[src/rtl/sync_fifo_pkg.sv]
// Shared FIFO definitions: default sizing constants and the clog2 helper,
// kept separate so future async/multi-channel FIFO variants can reuse them.
package sync_fifo_pkg;

  localparam int DEF_DATA_W    = 8;
  localparam int DEF_DEPTH     = 16;
  localparam int DEF_AEMPTY_TH = 2;

  // Ceiling log2, usable in constant expressions for address widths.
  function automatic int clog2(input int value);
    int result;
    result = 0;
    while ((1 << result) < value) begin
      result = result + 1;
    end
    return result;
  endfunction

endpackage

[src/rtl/sync_fifo_mem.sv]
// Simple dual-port register array: synchronous write port and a registered
// read port whose output register resets to zero (the array itself does not).
module sync_fifo_mem
  import sync_fifo_pkg::*;
#(
  parameter int DATA_W = DEF_DATA_W,
  parameter int DEPTH  = DEF_DEPTH,
  parameter int ADDR_W = clog2(DEPTH)
) (
  input  logic              clk,
  input  logic              rst,
  input  logic              wr_en,
  input  logic [ADDR_W-1:0] wr_addr,
  input  logic [DATA_W-1:0] wr_data,
  input  logic              rd_en,
  input  logic [ADDR_W-1:0] rd_addr,
  output logic [DATA_W-1:0] rd_data
);

  logic [DATA_W-1:0] mem [DEPTH];

  always_ff @(posedge clk) begin
    if (wr_en) begin
      mem[wr_addr] <= wr_data;
    end
  end

  // A same-cycle write to rd_addr (full FIFO, read+write) returns the old word.
  always_ff @(posedge clk or posedge rst) begin
    if (rst) begin
      rd_data <= '0;
    end else if (rd_en) begin
      rd_data <= mem[rd_addr];
    end
  end

endmodule

[src/rtl/sync_fifo.sv]
// Parametrised single-clock FIFO: pointers, occupancy count, flag decode and
// overflow/underflow pulses around a registered-read storage array.
module sync_fifo
  import sync_fifo_pkg::*;
#(
  parameter int DATA_W    = DEF_DATA_W,
  parameter int DEPTH     = DEF_DEPTH,
  parameter int AFULL_TH  = DEPTH - 2,
  parameter int AEMPTY_TH = DEF_AEMPTY_TH,
  localparam int ADDR_W   = clog2(DEPTH)
) (
  input  logic              clk,
  input  logic              rst,
  input  logic              wr_en,
  input  logic [DATA_W-1:0] wr_data,
  input  logic              rd_en,
  output logic [DATA_W-1:0] rd_data,
  output logic              rd_valid,
  output logic              full,
  output logic              empty,
  output logic              almost_full,
  output logic              almost_empty,
  output logic [ADDR_W:0]   count,
  output logic              overflow,
  output logic              underflow
);

  localparam int CNT_W = ADDR_W + 1;

  logic [ADDR_W-1:0] wr_ptr;
  logic [ADDR_W-1:0] rd_ptr;
  logic              wr_ok;
  logic              rd_ok;

  // No bypass: an empty FIFO never serves a read, even with a concurrent write.
  assign rd_ok = rd_en && !empty;
  assign wr_ok = wr_en && (!full || rd_ok);

  assign full         = (count == CNT_W'(DEPTH));
  assign empty        = (count == '0);
  assign almost_full  = (count >= CNT_W'(AFULL_TH));
  assign almost_empty = (count <= CNT_W'(AEMPTY_TH));

  always_ff @(posedge clk or posedge rst) begin
    if (rst) begin
      wr_ptr    <= '0;
      rd_ptr    <= '0;
      count     <= '0;
      rd_valid  <= 1'b0;
      overflow  <= 1'b0;
      underflow <= 1'b0;
    end else begin
      if (wr_ok) begin
        wr_ptr <= wr_ptr + ADDR_W'(1);
      end
      if (rd_ok) begin
        rd_ptr <= rd_ptr + ADDR_W'(1);
      end
      case ({wr_ok, rd_ok})
        2'b10:   count <= count + CNT_W'(1);
        2'b01:   count <= count - CNT_W'(1);
        default: count <= count;
      endcase
      rd_valid  <= rd_ok;
      overflow  <= wr_en && full && !rd_ok;
      underflow <= rd_en && empty;
    end
  end

  sync_fifo_mem #(
    .DATA_W (DATA_W),
    .DEPTH  (DEPTH),
    .ADDR_W (ADDR_W)
  ) u_mem (
    .clk     (clk),
    .rst     (rst),
    .wr_en   (wr_ok),
    .wr_addr (wr_ptr),
    .wr_data (wr_data),
    .rd_en   (rd_ok),
    .rd_addr (rd_ptr),
    .rd_data (rd_data)
  );

endmodule

[config.mk]
export PLATFORM = sky130hd
export DESIGN_NAME = sync_fifo
export DESIGN_NICKNAME = d
export VERILOG_FILES = /design/src/rtl/sync_fifo_pkg.sv /design/src/rtl/sync_fifo_mem.sv /design/src/rtl/sync_fifo.sv
export SDC_FILE = /design/constraint.sdc
export NUM_CORES = 1
export LEC_CHECK = 0
export ABC_AREA = 1
export BUFFER_PORTS_ARGS = -buffer_cell sky130_fd_sc_hd__buf_2
export CORE_ASPECT_RATIO = 2
export CORE_MARGIN = 3
export CORE_UTILIZATION = 55
export CTS_CLUSTER_DIAMETER = 30
export CTS_CLUSTER_SIZE = 12
export DETAILED_ROUTE_END_ITERATION = 16
export PLACE_DENSITY = 0.76
export SKIP_CTS_REPAIR_TIMING = 1
export SLEW_MARGIN = 25
export SYNTH_ARGS = -nofsm -noshare
export SYNTH_HDL_FRONTEND = slang
export SYNTH_SLANG_ARGS = --single-unit
[constraint.sdc]
create_clock -name clk -period 1.8 [get_ports clk]
set_input_delay 0.54 -clock clk [delete_from_list [all_inputs] [get_ports clk]]
set_output_delay 0.54 -clock clk [all_outputs]
set_load 0.01 [all_outputs]
==> results of run 1 <==
[final timing paths]
| check | start | end | cells past startpoint |
|---|---|---|---|
| worst max-delay path | count[3] | almost_empty | 4 |
| worst min-delay path | rst | overflow | 3 |
| worst max register to register | count[3] | u_mem.mem[9][1] | 9 |
| worst min register to register | wr_ptr[0] | wr_ptr[0] | 1 |
| max in group asynchronous | rst | count[3] | 3 |
| min in group clk | rd_en | rd_ptr[0] | 3 |
[registers in the layout, indices dropped and copies added (netlist names)]
signal and flops:
overflow 1, u_mem.rd_data 8, wr_ptr 4, underflow 1, u_mem.mem 128, rd_ptr 4, rd_valid 1, count 5
[power by group through the flow]
stage	Sequential (uW)	Clock (uW)	Combinational [uW]
4_1_cts	4610	3570	4210
5_1_grt	4680	3690	4940
6_report	4630	3570	4510
3_5_place_dp	4680	0	4130
3_3_place_gp	4650	0	3980
2_1_floorplan	4740	0	2650
[cells by family (layout without fill, tap and decap cells)]
| kind of cell | Yosys count | after routing | share of synthesized area [%] |
|---|---|---|---|
| xor+xnor | 8 | 8 | 1.11 |
| fa+ha+maj | 7 | 7 | 1.39 |
| compound gates | 123 | 123 | 11.7 |
| flops | 152 | 152 | 70.5 |
| simple gates | 162 | 162 | 11.3 |
| buf+inv | 52 | 133 | 3.99 |
[metal layers]
metal	wire length, microns	up-vias	global-route usage (%)
li1	-	1960	-
met1	5080	2127	25.5
met2	7990	192	41.0
met3	721	48	6.24
met4	643	0	15.5
met5	0	-	0
[layout make-up]
cell class,instances,area (sq um)
fillers,754,3470
well taps,140,175
repair buffers,75,606
flip-flops and latches,152,4450
inverters,26,103
multi-input cells,300,1680
clock inverters,15,178
clock buffers,17,425
[synth_stat cells (all sizes together)]
master,count,area (sq um)
clkbuf,12,45.0
o221ai,7,61.3
nor3,1,16.3
or2,1,6.26
nand2,28,125
o22ai,8,50.1
ha,7,87.6
a211oi,1,7.51
nand3b,1,7.51
inv,24,90.1
o31ai,1,7.51
nand4,5,31.3
o21ai,71,355
clkinv,2,7.51
a31oi,8,50.1
o211ai,25,188
xor2,8,70.1
nor2,111,427
buf,14,109
edfxtp,128,3840
nand3,15,100
dfrtp,24,601
a21oi,2,21.3
[worst min-delay path, cell delays in order]
cell	delay, ns
buf_2	0.10
inv_1	0.04
buf_4	0.32
[placed cells by master, fill, tap and decap left out, types with 2 or more instances in the layout]
cell	Yosys	layout
nand2_4	2	5
inv_2	4	7
inv_4	0	2
nand3_1	13	13
buf_4	3	27
nor2_2	1	10
xor2_1	8	8
inv_1	20	15
nand2_1	24	20
o211ai_1	25	25
buf_12	0	5
dfrtp_1	24	22
nand4_1	5	5
clkinvlp_4	0	2
clkinv_1	2	2
nand3_4	2	2
edfxtp_1	128	128
o21ai_1	3	3
bufinv_16	0	3
clkinv_4	0	5
nor2_1	109	99
buf_6	5	14
ha_1	7	7
clkinv_2	0	4
clkbuf_16	0	17
o221ai_1	7	7
nor2_4	1	2
buf_2	6	29
o21ai_0	68	68
a31oi_1	8	8
nand2_2	2	3
o22ai_1	8	8
dfrtp_2	0	2
[metrics by stage]
step | setup slack [ns] | total power, uW | util [%]
2_1_floorplan | -0.0680 | 7390 | -
3_3_place_gp | -0.0439 | 8630 | 61.6
3_5_place_dp | -0.132 | 8810 | 61.6
4_1_cts | -0.262 | 12400 | 67.1
5_1_grt | -0.218 | 13300 | 68.7
6_report | -0.161 | 12700 | 68.7
==> impl_metrics.env, run 1 <==
export IMPL_cts_buffers_inserted=17
export IMPL_finalNonFillerCells=725
export IMPL_antenna_cells=0
export IMPL_ir_drop_uv=1280
export IMPL_worst_r2r_setup_slack_ns=-0.06
export IMPL_route_detailed_drc=0
export IMPL_avgSynthCellArea_sq_um=12.5
export IMPL_crit_chain="nor2_4, inv_2, a211oi_2, buf_2"
export IMPL_p_int_uw=8140
export IMPL_drt_iter0_drc=440
export IMPL_synthCells=504
export IMPL_holdWs_ns=0.172
export IMPL_ant_nets=0
export IMPL_path_delay_family="flip-flops"
export IMPL_dpl_hpwl_microns=9030
export IMPL_firstDrtPassIters=4
export IMPL_core_sq_mm=0.0111
export IMPL_antenna_found_initial=0
export IMPL_p_sw_share_pct=35.9
export IMPL_start_kind="register"
export IMPL_grt_overflow=0
export IMPL_cp_buffers_inverters=2
export IMPL_dp_cells=686
export IMPL_timing_final_crit_share_pct=109
export IMPL_grt_pass1_vias=4361
export IMPL_area_growth_synth_to_final_pct=20.7
export IMPL_crit_path_max_incr_delay_ns=0.44
export IMPL_p_sw_uw=4560
export IMPL_grt_setup_unrepaired="yes"
export IMPL_placed_cell_area_sq_mm=0.00683
export IMPL_cp_arrival_ns=1.42
export IMPL_clk_latency_ns=0.42
export IMPL_layout_drive_gt1_share_pct=24.8
export IMPL_core_rowCount=54
export IMPL_post_drt_wl_per_cell_microns=19.9
export IMPL_tightest_slew_ns=0.411
export IMPL_grt_pass1_wl_microns=22200
export IMPL_initial_core_util_pct=56.9
export IMPL_tns_ns=-2.36
export IMPL_syn_area_sq_mm=0.00631
export IMPL_cts_tree="built"
export IMPL_port_buffers=31
export IMPL_track_usage_pct=24.1
export IMPL_clockPowerShare_pct=28.1
export IMPL_maxSlewHeadroom_pct=72.5
export IMPL_grt_start_max_net_pins=52
export IMPL_fin_skew_ns=0.00885
export IMPL_synth_seq_area_share_pct=70.5
export IMPL_max_freq_mhz=510
export IMPL_path_clk_slew_ns=0.06
export IMPL_synth_net_count=523
export IMPL_die_w_microns=81.7
export IMPL_leakage_uw=0.00280
export IMPL_dieHeight_microns=157
export IMPL_hold_path_class="in -> async"
export IMPL_setup_viol=74
export IMPL_num_nets_final=591
export IMPL_powerDensity_mw_per_mm2=1670
export IMPL_wirelength_microns=14400
export IMPL_place_gp_congestion=0.879
export IMPL_setup_worst_path_end_class="output port"
export IMPL_design_area_sq_mm=0.00761
export IMPL_layout_setup_ws_ns=-0.161
export IMPL_status="complete, but fails checks"
export IMPL_crit_type="reg -> out"
export IMPL_clockRootBuffer="clkbuf_16"
export IMPL_finalCriticalPeriod_ns=1.96
export IMPL_yosys_warnings=0
export IMPL_routed_via_density=5.97
export IMPL_dieArea_sq_mm=0.0129
export IMPL_ios=32
export IMPL_synth_cell_type_count=33
export IMPL_critPathMaxFanout=4
export IMPL_htreeDepth=4
export IMPL_hold_viol=0
export IMPL_worstPathRequired_ns=1.26
export IMPL_numClockSinks=152
export IMPL_clock_path_buffers=2
export IMPL_cap_violations=0
export IMPL_violations="negative setup slack"
export IMPL_drv_slew=0
export IMPL_synth_seq_cells=152
export IMPL_slowest_stage="dfrtp_2"
export IMPL_p_seq_share_pct=36.4
export IMPL_pwr_share_comb_pct=35.5
export IMPL_routed_via_count=4327
Note: power is estimated with default switching activity, not from simulation.
==> run 2, diff against run 1 <==
--- a/config.mk
+++ b/config.mk
@@ -6,14 +6,14 @@
 export NUM_CORES = 1
 export LEC_CHECK = 0
 export ABC_AREA = 1
-export BUFFER_PORTS_ARGS = -buffer_cell sky130_fd_sc_hd__buf_2
 export CORE_ASPECT_RATIO = 2
 export CORE_MARGIN = 3
 export CORE_UTILIZATION = 55
 export CTS_CLUSTER_DIAMETER = 30
 export CTS_CLUSTER_SIZE = 12
 export DETAILED_ROUTE_END_ITERATION = 16
-export PLACE_DENSITY = 0.76
+export DONT_BUFFER_PORTS = 1
+export PLACE_DENSITY = 0.73
 export SKIP_CTS_REPAIR_TIMING = 1
 export SLEW_MARGIN = 25
 export SYNTH_ARGS = -nofsm -noshare
==> impl_metrics.env, run 2 (synthesis gave the netlist of run 1 again) <==
export IMPL_status="complete, but fails checks"
export IMPL_violations="negative hold slack, negative setup slack"
export IMPL_dieHeight_microns=157
export IMPL_hold_path_class="in -> async"
export IMPL_cp_arrival_ns=1.42
export IMPL_p_sw_share_pct=35.0
export IMPL_core_sq_mm=0.0111
export IMPL_final_cell_mix="128 x edfxtp_1, 106 x nor2_1, 68 x o21ai_0, 34 x buf_4, 25 x o211ai_1"
export IMPL_crit_type="reg -> out"
export IMPL_routed_via_count=4134
export IMPL_track_usage_pct=24.2
export IMPL_worst_r2r_setup_slack_ns=0.04
export IMPL_post_route_util_pct=66.5
export IMPL_area_growth_synth_to_final_pct=16.8
export IMPL_clockRootBuffer="clkbuf_16"
export IMPL_layout_commonest_cell="edfxtp_1"
export IMPL_place_gp_congestion=0.905
export IMPL_drt_iter0_drc=398
export IMPL_antenna_cells=0
export IMPL_dpl_hpwl_microns=9330
export IMPL_max_flop_register="u_mem.mem"
export IMPL_firstDrtPassIters=7
export IMPL_cts_buffers_inserted=17
export IMPL_leakage_uw=0.00262
export IMPL_ir_drop_uv=1470
export IMPL_r2r_cells=16
export IMPL_worstPathRequired_ns=1.26
export IMPL_setup_worst_path_end_class="output port"
export IMPL_cts_tree="built"
export IMPL_layout_drive_gt1_share_pct=18.2
export IMPL_cap_violations=0
export IMPL_start_kind="register"
export IMPL_die_w_microns=81.7
export IMPL_drv_slew=0
export IMPL_htreeDepth=4
export IMPL_dieArea_sq_mm=0.0129
export IMPL_grt_setup_unrepaired="yes"
export IMPL_p_int_uw=8050
export IMPL_numClockSinks=152
export IMPL_antenna_found_initial=0
export IMPL_rr_endpoint="count[4]"
export IMPL_nFillCells=808
export IMPL_p_seq_share_pct=38.0
export IMPL_grt_start_max_net_pins=51
export IMPL_setup_viol=3
export IMPL_finalCriticalPeriod_ns=1.96
export IMPL_hold_viol=7
export IMPL_grt_pass1_vias=4308
export IMPL_timing_final_crit_share_pct=109
export IMPL_fin_skew_ns=0.00839
export IMPL_ant_nets=0
export IMPL_p_sw_uw=4330
export IMPL_clk_latency_ns=0.42
export IMPL_core_rowCount=54
export IMPL_port_buffers=0
export IMPL_route_detailed_drc=0
export IMPL_tightest_slew_ns=0.490
export IMPL_clockPowerShare_pct=29.4
export IMPL_layout_setup_ws_ns=-0.164
export IMPL_max_freq_mhz=509
export IMPL_grt_pass1_wl_microns=22200
export IMPL_path_clk_slew_ns=0.06
export IMPL_worstReg2RegStart="count[1]"
export IMPL_initial_core_util_pct=56.9
export IMPL_clock_path_buffers=2
export IMPL_powerDensity_mw_per_mm2=1680
export IMPL_grt_overflow=0
export IMPL_routed_via_density=5.99
export IMPL_pwr_share_comb_pct=32.6
export IMPL_num_nets_final=556
export IMPL_ios=32
export IMPL_holdWs_ns=-0.0225
export IMPL_post_drt_wl_per_cell_microns=20.8
export IMPL_critPathMaxFanout=2
export IMPL_wirelength_microns=14300
export IMPL_maxSlewHeadroom_pct=67.3
export IMPL_reg_largest_list="u_mem.mem (128), u_mem.rd_data (8), count (5)"
export IMPL_largest_register_ffs=128
## run 2: stage by stage
stage / setup WS, ns / std cells / power (uW) / area [sq um] / setup TNS [ns]
after floorplan: -0.0680 / 504 / 7390 / 6310 / -7.58
after global placement: 0.0195 / 656 / 8380 / 6670 / 0
after detailed placement: -0.0346 / 656 / 8580 / 6670 / -0.0927
after CTS: -0.220 / 688 / 12200 / 7280 / -0.714
after global routing: -0.212 / 690 / 13000 / 7370 / -0.895
final: -0.164 / 690 / 12400 / 7370 / -0.305
## run 2: layout make-up
class                   count  area (sq um)  share of cell area (%)
repair buffers             40           358                    4.86
clock buffers              18           429                    5.83
inverters                  26          97.6                    1.32
clock inverters            14           181                    2.46
well taps                 140           175                    2.38
multi-input cells         300          1680                    22.8
flip-flops and latches    152          4450                    60.4
## run 2: worst max-delay path by stage
stage	start	to	slack, ns	cells after the start
CTS	count[2]	almost_full	-0.22	3
floorplan	count[4]	u_mem.mem[4][0]	-0.07	5
global placement	count[4]	u_mem.mem[13][2]	0.02	6
global route	count[2]	full	-0.21	4
finish	count[2]	full	-0.16	4
detailed placement	wr_en	count[4]	-0.03	13
## run 2: critical path, cell delays in order, from the launching register on
cell     delay [ns]
dfrtp_1        0.42
nor2_4         0.16
inv_2          0.08
nor3_4         0.20
buf_6          0.15
## run 2: per-layer routing
metal | vias up | share of wire (%) | global-route usage, % | routed length (microns)
li1 | 1884 | - | - | -
met1 | 2061 | 35 | 25.8 | 4980
met2 | 158 | 57 | 43.8 | 8240
met3 | 31 | 4.4 | 4.52 | 635
met4 | 0 | 3.4 | 12.5 | 489
met5 | - | 0 | 0 | 0
## run 2: power groups by stage
stage	clock network, uW	logic (uW)	registers [uW]
after floorplan	0	2650	4740
after global placement	0	3650	4740
after detailed placement	0	3820	4760
after CTS	3660	3870	4700
after global routing	3810	4460	4750
final	3640	4030	4700
